### src/rtl/seq_alu_pkg.sv
// seq_alu_pkg: shared definitions for the sequential ALU.
//   - 5-bit alu_op encodings (base ops keep the ALU_CTRL_* values of the
//     combinational ALU; RV-M ops occupy 5'h10-5'h17 in funct3 order)
//   - FSM state enum
//   - default operand width
package seq_alu_pkg;

   localparam int SEQ_ALU_DATA_WIDTH = 32;

   // Base ops: bit 3 mirrors funct7[5], bits 2:0 mirror funct3.
   localparam logic [4:0] ALU_CTRL_ADD    = 5'h00;
   localparam logic [4:0] ALU_CTRL_SLL    = 5'h01;
   localparam logic [4:0] ALU_CTRL_SLT    = 5'h02;
   localparam logic [4:0] ALU_CTRL_SLTU   = 5'h03;
   localparam logic [4:0] ALU_CTRL_XOR    = 5'h04;
   localparam logic [4:0] ALU_CTRL_SRL    = 5'h05;
   localparam logic [4:0] ALU_CTRL_OR     = 5'h06;
   localparam logic [4:0] ALU_CTRL_AND    = 5'h07;
   localparam logic [4:0] ALU_CTRL_SUB    = 5'h08;
   localparam logic [4:0] ALU_CTRL_SRA    = 5'h0D;
   localparam logic [4:0] ALU_CTRL_COPY_B = 5'h0F;

   // RV-M ops: bits 2:0 are funct3, so bit 2 selects divide and bit 1
   // selects remainder within the divide group.
   localparam logic [4:0] ALU_CTRL_MUL    = 5'h10;
   localparam logic [4:0] ALU_CTRL_MULH   = 5'h11;
   localparam logic [4:0] ALU_CTRL_MULHSU = 5'h12;
   localparam logic [4:0] ALU_CTRL_MULHU  = 5'h13;
   localparam logic [4:0] ALU_CTRL_DIV    = 5'h14;
   localparam logic [4:0] ALU_CTRL_DIVU   = 5'h15;
   localparam logic [4:0] ALU_CTRL_REM    = 5'h16;
   localparam logic [4:0] ALU_CTRL_REMU   = 5'h17;

   typedef enum logic [1:0] {
      S_IDLE = 2'd0,
      S_BUSY = 2'd1,
      S_DONE = 2'd2
   } state_e;

   function automatic logic is_mdu_op(input logic [4:0] op);
      return op[4:3] == 2'b10;
   endfunction

endpackage

### src/rtl/seq_mdu.sv
// seq_mdu: iterative RV-M multiply/divide core, one bit per cycle.
// Built only when SEQ_ALU_MDU_EN is defined (instantiated by seq_alu).
// Ports:
//   clk, rst_i     clock, synchronous active-high reset
//   start_i        load operands (op_i, a_i, b_i) and clear the counter
//   step_i         perform one iteration
//   kill_i         abandon the operation in flight
//   op_i[2:0]      funct3 of the M op
//   done_o         this step is the last one; result_o is valid with it
//   result_o       final result, derived from the last iteration's value
module seq_mdu
   import seq_alu_pkg::*;
#(
   parameter int DATA_WIDTH = SEQ_ALU_DATA_WIDTH
) (
   input  logic                  clk,
   input  logic                  rst_i,
   input  logic                  start_i,
   input  logic                  step_i,
   input  logic                  kill_i,
   input  logic [2:0]            op_i,
   input  logic [DATA_WIDTH-1:0] a_i,
   input  logic [DATA_WIDTH-1:0] b_i,
   output logic                  done_o,
   output logic [DATA_WIDTH-1:0] result_o
);

   localparam int W     = DATA_WIDTH;
   localparam int CNT_W = $clog2(DATA_WIDTH);

   // acc_q holds {partial product high, multiplier} for multiply and
   // {partial remainder, dividend/quotient} for divide.
   logic [2*W-1:0]   acc_q, acc_d;
   logic [W-1:0]     opnd_q;
   logic [CNT_W-1:0] cnt_q;
   logic [2:0]       op_q;
   logic             neg_q, rneg_q;

   logic             signed_a, signed_b, sgn_a, sgn_b;
   logic [W-1:0]     mag_a, mag_b;
   logic [W:0]       mul_sum, div_shift, div_diff;
   logic             qbit;
   logic [2*W-1:0]   prod;
   logic [W-1:0]     quot, rem;

   // MUL is treated as unsigned: the low half is sign-agnostic.
   assign signed_a = (op_i == 3'b001) || (op_i == 3'b010) ||
                     (op_i == 3'b100) || (op_i == 3'b110);
   assign signed_b = (op_i == 3'b001) || (op_i == 3'b100) || (op_i == 3'b110);
   assign sgn_a    = signed_a && a_i[W-1];
   assign sgn_b    = signed_b && b_i[W-1];
   assign mag_a    = sgn_a ? -a_i : a_i;
   assign mag_b    = sgn_b ? -b_i : b_i;

   assign mul_sum   = {1'b0, acc_q[2*W-1:W]} + (acc_q[0] ? {1'b0, opnd_q} : '0);
   assign div_shift = acc_q[2*W-1:W-1];
   assign div_diff  = div_shift - {1'b0, opnd_q};
   // Remainder stays below the divisor, so bit W of the difference is a
   // reliable borrow flag.
   assign qbit      = ~div_diff[W];

   always_comb begin
      acc_d = {mul_sum, acc_q[W-1:1]};
      if (op_q[2]) begin
         acc_d = {(qbit ? div_diff[W-1:0] : div_shift[W-1:0]), acc_q[W-2:0], qbit};
      end
   end

   assign prod = neg_q ? -acc_d : acc_d;
   assign quot = acc_d[W-1:0];
   assign rem  = acc_d[2*W-1:W];

   always_comb begin
      result_o = '0;
      if (!op_q[2]) begin
         result_o = (op_q[1:0] == 2'b00) ? prod[W-1:0] : prod[2*W-1:W];
      end else if (op_q[1]) begin
         result_o = rneg_q ? -rem : rem;
      end else begin
         result_o = neg_q ? -quot : quot;
      end
   end

   assign done_o = step_i && (cnt_q == CNT_W'(DATA_WIDTH - 1));

   always_ff @(posedge clk) begin
      if (rst_i || kill_i) begin
         acc_q  <= '0;
         opnd_q <= '0;
         cnt_q  <= '0;
         op_q   <= '0;
         neg_q  <= 1'b0;
         rneg_q <= 1'b0;
      end else if (start_i) begin
         op_q   <= op_i;
         cnt_q  <= '0;
         neg_q  <= sgn_a ^ sgn_b;
         rneg_q <= sgn_a;
         if (op_i[2]) begin
            acc_q  <= {{W{1'b0}}, mag_a};
            opnd_q <= mag_b;
         end else begin
            acc_q  <= {{W{1'b0}}, mag_b};
            opnd_q <= mag_a;
         end
      end else if (step_i) begin
         acc_q <= acc_d;
         cnt_q <= cnt_q + 1'b1;
      end
   end

endmodule

### src/rtl/seq_alu.sv
// seq_alu: handshaked execution unit. Base integer ops complete one cycle
// after accept; with SEQ_ALU_MDU_EN defined, RV-M ops run on seq_mdu for
// DATA_WIDTH cycles. Without it, M ops are reported as illegal.
// Ports:
//   clk, rst                 clock, synchronous active-high reset
//   in_valid / in_ready      operand handshake (ready only in IDLE)
//   alu_op, A, B             operation and operands
//   flush                    abort anything in flight, return to IDLE
//   out_valid / out_ready    result handshake (valid only in DONE)
//   alu_out, Zero, Less      result, A==B at accept, SLT/SLTU outcome
//   illegal_op               op unknown or not built
//
// state  | meaning
// IDLE   | waiting for an operation, in_ready=1
// BUSY   | iterative multiply/divide running
// DONE   | result held, out_valid=1 until out_ready
module seq_alu
   import seq_alu_pkg::*;
#(
   parameter int DATA_WIDTH = SEQ_ALU_DATA_WIDTH,
   parameter int SHAMT_W    = $clog2(DATA_WIDTH)
) (
   input  logic                  clk,
   input  logic                  rst,
   input  logic                  in_valid,
   output logic                  in_ready,
   input  logic [4:0]            alu_op,
   input  logic [DATA_WIDTH-1:0] A,
   input  logic [DATA_WIDTH-1:0] B,
   input  logic                  flush,
   output logic                  out_valid,
   input  logic                  out_ready,
   output logic [DATA_WIDTH-1:0] alu_out,
   output logic                  Zero,
   output logic                  Less,
   output logic                  illegal_op
);

   state_e                state_q;
   logic [DATA_WIDTH-1:0] alu_out_q;
   logic                  zero_q, less_q, illegal_q;

   logic [DATA_WIDTH-1:0] base_res;
   logic                  base_less, base_legal;
   logic [SHAMT_W-1:0]    shamt;

   assign shamt = B[SHAMT_W-1:0];

   always_comb begin
      base_res   = '0;
      base_less  = 1'b0;
      base_legal = 1'b1;
      case (alu_op)
         ALU_CTRL_ADD:    base_res = A + B;
         ALU_CTRL_SUB:    base_res = A - B;
         ALU_CTRL_SLL:    base_res = A << shamt;
         ALU_CTRL_SLT: begin
            base_less = $signed(A) < $signed(B);
            base_res  = {{(DATA_WIDTH-1){1'b0}}, base_less};
         end
         ALU_CTRL_SLTU: begin
            base_less = A < B;
            base_res  = {{(DATA_WIDTH-1){1'b0}}, base_less};
         end
         ALU_CTRL_COPY_B: base_res = B;
         ALU_CTRL_XOR:    base_res = A ^ B;
         ALU_CTRL_OR:     base_res = A | B;
         ALU_CTRL_AND:    base_res = A & B;
         ALU_CTRL_SRL:    base_res = A >> shamt;
         ALU_CTRL_SRA:    base_res = $signed(A) >>> shamt;
         default:         base_legal = 1'b0;
      endcase
   end

`ifdef SEQ_ALU_MDU_EN
   localparam logic [DATA_WIDTH-1:0] DMIN = {1'b1, {(DATA_WIDTH-1){1'b0}}};

   logic                  mdu_op, div_zero, div_ovf, div_special;
   logic                  mdu_start, mdu_step, mdu_done;
   logic [DATA_WIDTH-1:0] special_res, mdu_res;

   assign mdu_op      = is_mdu_op(alu_op);
   assign div_zero    = alu_op[2] && (B == '0);
   // Only the signed divide/remainder can overflow.
   assign div_ovf     = alu_op[2] && !alu_op[0] && (A == DMIN) && (B == '1);
   assign div_special = mdu_op && (div_zero || div_ovf);
   // alu_op[1] selects remainder within the divide group.
   assign special_res = div_zero ? (alu_op[1] ? A : '1)
                                 : (alu_op[1] ? '0 : DMIN);

   assign mdu_start = (state_q == S_IDLE) && in_valid && mdu_op && !div_special && !flush;
   assign mdu_step  = (state_q == S_BUSY) && !flush;

   seq_mdu #(
      .DATA_WIDTH (DATA_WIDTH)
   ) u_mdu (
      .clk      (clk),
      .rst_i    (rst),
      .start_i  (mdu_start),
      .step_i   (mdu_step),
      .kill_i   (flush),
      .op_i     (alu_op[2:0]),
      .a_i      (A),
      .b_i      (B),
      .done_o   (mdu_done),
      .result_o (mdu_res)
   );
`endif

   always_ff @(posedge clk) begin
      if (rst) begin
         state_q   <= S_IDLE;
         alu_out_q <= '0;
         zero_q    <= 1'b0;
         less_q    <= 1'b0;
         illegal_q <= 1'b0;
      end else if (flush) begin
         state_q <= S_IDLE;
      end else begin
         case (state_q)
            S_IDLE: begin
               if (in_valid) begin
                  zero_q    <= (A == B);
                  less_q    <= base_less;
                  illegal_q <= 1'b0;
                  if (base_legal) begin
                     alu_out_q <= base_res;
                     state_q   <= S_DONE;
`ifdef SEQ_ALU_MDU_EN
                  end else if (mdu_op) begin
                     if (div_special) begin
                        alu_out_q <= special_res;
                        state_q   <= S_DONE;
                     end else begin
                        state_q   <= S_BUSY;
                     end
`endif
                  end else begin
                     alu_out_q <= '0;
                     illegal_q <= 1'b1;
                     state_q   <= S_DONE;
                  end
               end
            end
            S_BUSY: begin
`ifdef SEQ_ALU_MDU_EN
               if (mdu_done) begin
                  alu_out_q <= mdu_res;
                  state_q   <= S_DONE;
               end
`else
               state_q <= S_IDLE;
`endif
            end
            S_DONE: begin
               if (out_ready) begin
                  state_q <= S_IDLE;
               end
            end
            default: state_q <= S_IDLE;
         endcase
      end
   end

   assign in_ready   = (state_q == S_IDLE);
   assign out_valid  = (state_q == S_DONE);
   assign alu_out    = alu_out_q;
   assign Zero       = zero_q;
   assign Less       = less_q;
   assign illegal_op = illegal_q;

endmodule

### config.mk
export PLATFORM = sky130hd
export DESIGN_NAME = seq_alu
export DESIGN_NICKNAME = d
export VERILOG_FILES = /design/src/rtl/seq_alu_pkg.sv /design/src/rtl/seq_mdu.sv /design/src/rtl/seq_alu.sv
export SDC_FILE = /design/constraint.sdc
export NUM_CORES = 1
export LEC_CHECK = 0
export BUFFER_PORTS_ARGS = -buffer_cell sky130_fd_sc_hd__buf_2
export CORE_ASPECT_RATIO = 1.4
export CORE_MARGIN = 10
export CORE_UTILIZATION = 40
export CTS_CLUSTER_DIAMETER = 60
export CTS_CLUSTER_SIZE = 16
export DETAILED_ROUTE_END_ITERATION = 6
export PLACE_DENSITY = 0.58
export SLEW_MARGIN = 20
export SYNTH_ARGS = -nofsm -noshare
export SYNTH_HDL_FRONTEND = slang
export SYNTH_SLANG_ARGS = --single-unit
export TNS_END_PERCENT = 20
### constraint.sdc
create_clock -name clk -period 3.7 [get_ports clk]
set_input_delay 0.185 -clock clk [delete_from_list [all_inputs] [get_ports clk]]
set_output_delay 0.185 -clock clk [all_outputs]
set_load 0.01 [all_outputs]
==> impl_metrics.ini, run 1 <==
[run_status]
outcome = finished clean

[clock_network]
ctsResizeCount = 0
ctsHoldBuffers = 0
cts.path.max_buffers = 2
cts_sinks = 36
clkSlewWorstSetupHoldPaths_ps = 70
numCtsBuffers = 5
cts_tree = built
root_buffer = clkbuf_16
insertion_delay_ps = 300
post_cts_buffers = 0
htreeDepth = 2

[floorplan]
rows = 68
die_w_um = 154
die_area_um2 = 32200
core_um2 = 24800
dieHeight_um = 208
initial_core_util_pct = 40.9
io_pins = 111

[final_layout]
fillers = 2684
synthToLayoutAreaGrowth_pct = 13.8
nNetsFinal = 1757
drive_gt1_share_pct = 18.7
final_area_um2 = 11500

[timing]
hold_viol = 0
final_max_slew_viol_count = 0
fmax_mhz = 310
period_share_pct = 87.0
finClkSkew_ps = 5.43
slew-limit-headroom_pct = 27.0
finalSetupViolCount = 0
fin_tns_setup_ps = 0
final.min_clock_period_ps = 3220
tightest_slew_ps = 1090
rsz0062_at_grt = no

[setup_path]
start_kind = input port
cp.required_ps = 3880
cp_top_family = compound AO/OA/AOI/OAI gates
critPathBufInv = 5
path_class = in -> reg
path_max_fanout = 8
worstPathCellList = buf_2 -> inv_1 -> ha_1 -> inv_1 -> a221oi_2 -> buf_4 -> a21oi_1 -> o41ai_1 -> o221ai_1 -> a221oi_1 -> buf_4 -> o21ai_0
end_kind = flop
cp_data_arrival_time_ps = 3400
slowest_stage = o41ai_1
cp_slowest_stage_delay_ps = 610

[power_and_ir_drop]
ir_drop_v = 0.000160
cellPowerDensity_nw_per_um2 = 215
leakage_nw = 5.02

[run]
drv_cap = 0

[global_routing]
antenna_found_initial = 4
grt_pass1_wl_um = 80800
grt_pass1_vias = 12500
grt_remaining_overflow = 0
grt_use_total_pct = 32.4
grt_max_degree = 58

[route]
dr.pass1.iters = 6
drt_iter0_markers = 1431
viasPerCell = 6.75
drt_wl_total_um = 55300
remaining_drc_errors = 0
vias = 12800
ant_nets = 0
wl_per_cell_um = 29.1

[logic_synthesis]
synth.avg_cell_area_um2 = 6.84
synthFlopType = dfxtp_1
yosysTopAreaCell = ha_1
synth.top_cell.area_share_pct = 12.5
synth_area_leaders = ha_1, dfxtp_1, mux2i_1
synth_nets = 1656
synth_area_um2 = 10100
yosysUniqueCellTypes = 87
yosys-top-cells-count = nand2_1, nor2_1, a21oi_1
synth.most_common_cell = nand2_1
yosys_warnings = 0
syn-instance-count = 1479
synth-seq-area-share_pct = 7.12
synth-edff-count = 0
async_flop_share_pct = 0
ys_seq_elements = 36

[min_path]
hp-class = in -> reg

[place]
io_buffers = 110
placed_area_um2 = 11400
place_congestion = 1.03
dp.final_hpwl_um = 44300
## state kept, by name (all words and copies together) (netlist names)
name	count
illegal_op	1
alu_out	32
Less	1
Zero	1
state_q	1
## layer usage
metal	vias up	GRT usage (%)	routed length, um
met3	186	5.35	4530
met5	-	0	39
li1	5697	-	-
met4	6	18.3	3620
met1	6131	38.4	21000
met2	776	53.7	26000
## cells in the final DEF, fill, tap and decap left out, types with 12 or more instances in the layout
cell type  synthesis  final
nand3_1           41     41
nand4_1           15     15
nor3_1            34     31
a21oi_1          123    123
a211oi_1          33     33
o31ai_1           18     17
o21ai_0          103    103
inv_1             99     98
o211ai_1          29     29
o21bai_1          14     14
ha_1             101    101
nor4_1            16     16
a221oi_1          27     27
xnor2_1           20     20
mux2_2            35     35
buf_2             20    109
mux4_2            14     14
nand2_1          169    169
nand2b_1          12     12
a22oi_1           16     16
dfxtp_1           36     36
nor2_1           132    131
mux2i_1           67     67
o22ai_1           15     15
o21a_1            12     12
a31oi_1           15     14
buf_4              1     94
## cells by family (layout without fill, tap and decap cells)
group / Yosys count / after routing / share of synthesized area (%)
fa+ha+maj: 103 / 103 / 12.9
xor+xnor: 23 / 23 / 1.99
mux: 117 / 117 / 13.8
flops: 36 / 36 / 7.12
compound gates: 506 / 506 / 33.9
simple gates: 482 / 482 / 22.0
other cells: 0 / 1 / 0
buf+inv: 212 / 314 / 8.37
## layout make-up
| cell class | count | area (um^2) | area share [%] |
|---|---|---|---|
| Antenna cell | 1 | 2.50 | 0.0217 |
| Inverter | 102 | 383 | 3.32 |
| Tap cell | 315 | 394 | 3.42 |
| Multi-Input combinational cell | 1231 | 8600 | 74.6 |
| Clock buffer | 7 | 143 | 1.24 |
| Sequential cell | 36 | 721 | 6.26 |
| Clock inverter | 1 | 7.51 | 0.0652 |
| Timing Repair Buffer | 204 | 1270 | 11.0 |
## through the flow
step / std cells / power (mW) / worst slack [ps] / hold slack (ps) / util [%]
2_1_floorplan: 1479 / 1.35 / 1.60 / 275 / -
3_3_place_gp: 1888 / 1.95 / 307 / 382 / 45.9
3_5_place_dp: 1888 / 1.94 / 257 / 387 / 45.9
4_1_cts: 1896 / 2.43 / 570 / 63.2 / 46.5
5_1_grt: 1896 / 2.58 / 360 / 74.6 / 46.5
6_report: 1897 / 2.48 / 479 / 63.3 / 46.5
## report_power, final
part	switching, mW	leakage [nW]	internal [mW]	total [mW]
combinational	1.04	4.66	0.555	1.60
sequential	0.00444	0.291	0.393	0.398
clock	0.214	0.0701	0.270	0.484
## path summary, 6_finish.rpt
kind / cells after the start / slack [ps] / endpoint / startpoint
max reg2reg: 7 / 1030 / alu_out[24]$_SDFFE_PP0P_ / state_q[1]$_SDFFE_PP0P_
max: 12 / 480 / alu_out[9]$_SDFFE_PP0P_ / A[5]
min: 2 / 60 / state_q[1]$_SDFFE_PP0P_ / flush
min reg2reg: 2 / 450 / alu_out[4]$_SDFFE_PP0P_ / alu_out[4]$_SDFFE_PP0P_
No activity file was read; power rests on OpenSTA's default activity.
==> run 2, diff against run 1 <==
--- a/config.mk
+++ b/config.mk
@@ -12,9 +12,11 @@
 export CTS_CLUSTER_DIAMETER = 60
 export CTS_CLUSTER_SIZE = 16
 export DETAILED_ROUTE_END_ITERATION = 6
-export PLACE_DENSITY = 0.58
+export PLACE_DENSITY = 0.56
+export SETUP_SLACK_MARGIN = 0.1
 export SLEW_MARGIN = 20
 export SYNTH_ARGS = -nofsm -noshare
 export SYNTH_HDL_FRONTEND = slang
+export SYNTH_HIERARCHICAL = 1
 export SYNTH_SLANG_ARGS = --single-unit
 export TNS_END_PERCENT = 20
==> constraint.sdc (replaced) <==
create_clock -name clk -period 3.3 [get_ports clk]
set_input_delay 0.165 -clock clk [delete_from_list [all_inputs] [get_ports clk]]
set_output_delay 0.165 -clock clk [all_outputs]
set_load 0.01 [all_outputs]
==> run 2 against run 1 <==
  * Register-to-register slack got worse by 590 ps
  * Flip-flop and latch count unchanged
  * Worst hold slack got worse by 8.9 ps
  * Via count shrank 0.13%
  * First-iteration DRC count decreased by 1.2%
  * Clock power rose by 20%
  * Area after synthesis unchanged
  * Clock-buffer cell count shrank 1
  * Critical path type unchanged
  * Critical endpoint is now alu_out[31]$_SDFFE_PP0P_
  * Largest power group unchanged
==> impl_metrics.ini, run 2 <==
[timing]
period_share_pct = 90.8
slew-limit-headroom_pct = 40.6
finalSetupViolCount = 0
setup_ws_ps = 304
final_max_slew_viol_count = 0
fmax_mhz = 334
final.min_clock_period_ps = 3000
hold_viol = 0
fin_tns_setup_ps = 0
tightest_slew_ps = 881
finClkSkew_ps = 9.80
rsz0062_at_grt = yes

[floorplan]
dieHeight_um = 208
rows = 68
core_um2 = 24800
die_area_um2 = 32200
io_pins = 111
initial_core_util_pct = 40.9
die_w_um = 154

[setup_path]
worstPathCellList = buf_2 -> clkinv_1 -> ha_1 -> nor2b_1 -> o31ai_1 -> buf_4 -> a31oi_1 -> or4b_1 -> a21oi_2 -> o211ai_2 -> xnor2_1 -> a221oi_2 -> a221oi_2
slowest_stage = or4b_1
critPathBufInv = 3
path_max_fanout = 8
worstRegToRegCells = 8
path_class = in -> reg
end_kind = flop
cp_data_arrival_time_ps = 3140
start_kind = input port
cp.required_ps = 3450
r2r-end = alu_out[16]$_SDFFE_PP0P_
cp_top_family = compound AO/OA/AOI/OAI gates
reg2reg_slack_ps = 440
crit_path_frequent_cell = a221oi_2
cp_slowest_stage_delay_ps = 620
reg2reg_from = state_q[1]$_SDFFE_PP0P_

[clock_network]
root_buffer = clkbuf_16
clkSlewWorstSetupHoldPaths_ps = 70
htreeDepth = 2
cts_sinks = 36
cts_tree = built
post_cts_buffers = 0
ctsHoldBuffers = 0
cts.path.max_buffers = 2
insertion_delay_ps = 290
numCtsBuffers = 5

[logic_synthesis]
yosysUniqueCellTypes = 87
synth-seq-area-share_pct = 7.12
synth.top_cell.area_share_pct = 12.5
yosysTopAreaCell = ha_1
muxShareOfSynthArea_pct = 13.8
async_flop_share_pct = 0
synth_nets = 1656
synth_area_leaders = ha_1, dfxtp_1, mux2i_1
syn-instance-count = 1479
synth-xor-area-share_pct = 1.99
ys_seq_elements = 36
synth.avg_cell_area_um2 = 6.84
synth-simple-area-share_pct = 22.0
yosys-top-cells-count = nand2_1, nor2_1, a21oi_1
synth-compound-area-share_pct = 33.9
synthAdderAreaFrac_pct = 12.9
synth_top_family_by_area = compound AO/OA/AOI/OAI gates
synth-edff-count = 0
yosys_warnings = 6
synthFlopType = dfxtp_1
synth.most_common_cell = nand2_1
synth_area_um2 = 10100

[min_path]
hp-class = in -> reg
holdPathStages = 2
hold_end = state_q[1]$_SDFFE_PP0P_
worstHoldStart = flush

[run_status]
outcome = finished clean

[route]
drt_iter0_markers = 1414
remaining_drc_errors = 0
vias = 12800
viasPerCell = 6.53
drt_wl_total_um = 56700
dr.pass1.iters = 5
ant_nets = 0
wl_per_cell_um = 29.0

[global_routing]
grt_pass1_wl_um = 83100
grt_pass1_vias = 12700
grt_max_degree = 75
grt_remaining_overflow = 0
grt_use_total_pct = 33.5
antenna_found_initial = 1

[final_layout]
insertedDiodeCount = 0
mostFrequentLayoutCells = nand2_1, buf_4, nor2_1, a21oi_1, buf_2
nNetsFinal = 1817
largest_reg_flops = 32
fillers = 2623
drive_gt1_share_pct = 21.9
final_common_cell = nand2_1
synthToLayoutAreaGrowth_pct = 19.3

[power_and_ir_drop]
leakage_nw = 5.35
ir_drop_v = 0.000178
cellPowerDensity_nw_per_um2 = 242

[place]
pre_cts_ws_ps = 4.03
io_buffers = 110
place_congestion = 1.03
dp.final_hpwl_um = 46000

[run]
drv_cap = 0
## run 2: per-layer routing
metal | GRT usage, % | routed length, um
met1 | 41.0 | 22100
met4 | 16.9 | 3200
met2 | 55.0 | 26400
met5 | 0 | 0
met3 | 5.90 | 4970
## run 2: what timing repair did
item	in CTS	in global routing
endpoints found under the hold margin	0	0
gates resized for setup	0	1
endpoints found under the setup margin	0	2
## run 2: area by class of cell
type,instances,area [um^2],share of cell area [%]
repair buffers,264,1780,14.8
clock buffers,6,129,1.07
clock inverters,2,35.0,0.290
flip-flops and latches,36,721,5.97
multi-input cells,1231,8630,71.5
inverters,102,383,3.17
well taps,315,394,3.26
## run 2: worst register-to-register path, cell delays in order, from the launching register on
cell and delay (ps):
dfxtp_1 330, inv_1 100, nand3_1 480, nor2_1 360
o31ai_4 120, nor2_2 590, nand2_1 400, o21ai_0 280
buf_4 150
## run 2: stage by stage
stage | power, mW | util, % | hold slack [ps] | area (um^2) | instances
final | 2.92 | 48.8 | 54.4 | 12100 | 1956
after global routing | 3.05 | 48.8 | 78.3 | 12100 | 1956
after CTS | 2.87 | 48.8 | 50.3 | 12100 | 1956
after detailed placement | 2.28 | 48.1 | 365 | 11900 | 1948
after global placement | 2.29 | 48.1 | 361 | 11900 | 1948
after floorplan | 1.52 | - | 255 | 10200 | 1479
## run 2: cells by family after synthesis
family | after synthesis
muxes | 117
DFF | 36
AOI/OAI and AO/OA | 506
adders and majority gates | 103
xor gates and xnor gates | 23
buffers and inverters | 212
and+or+nand+nor | 482
## run 2: worst max path at each step
stage / from / to / slack [ps] / cells after the start
4_1_cts: A[9] / alu_out[24]$_SDFFE_PP0P_ / 290 / 13
3_5_place_dp: A[9] / alu_out[24]$_SDFFE_PP0P_ / 4 / 13
2_1_floorplan: B[2] / alu_out[31]$_SDFFE_PP0P_ / 100 / 17
3_3_place_gp: A[9] / alu_out[24]$_SDFFE_PP0P_ / 60 / 13
6_report: B[2] / alu_out[31]$_SDFFE_PP0P_ / 300 / 13
5_1_grt: B[5] / alu_out[20]$_SDFFE_PP0P_ / 100 / 14
## run 2: where the power goes
part | internal (mW) | switching (mW)
clock network | 0.357 | 0.223
registers | 0.441 | 0.00506
logic | 0.697 | 1.20
total | 1.49 | 1.43
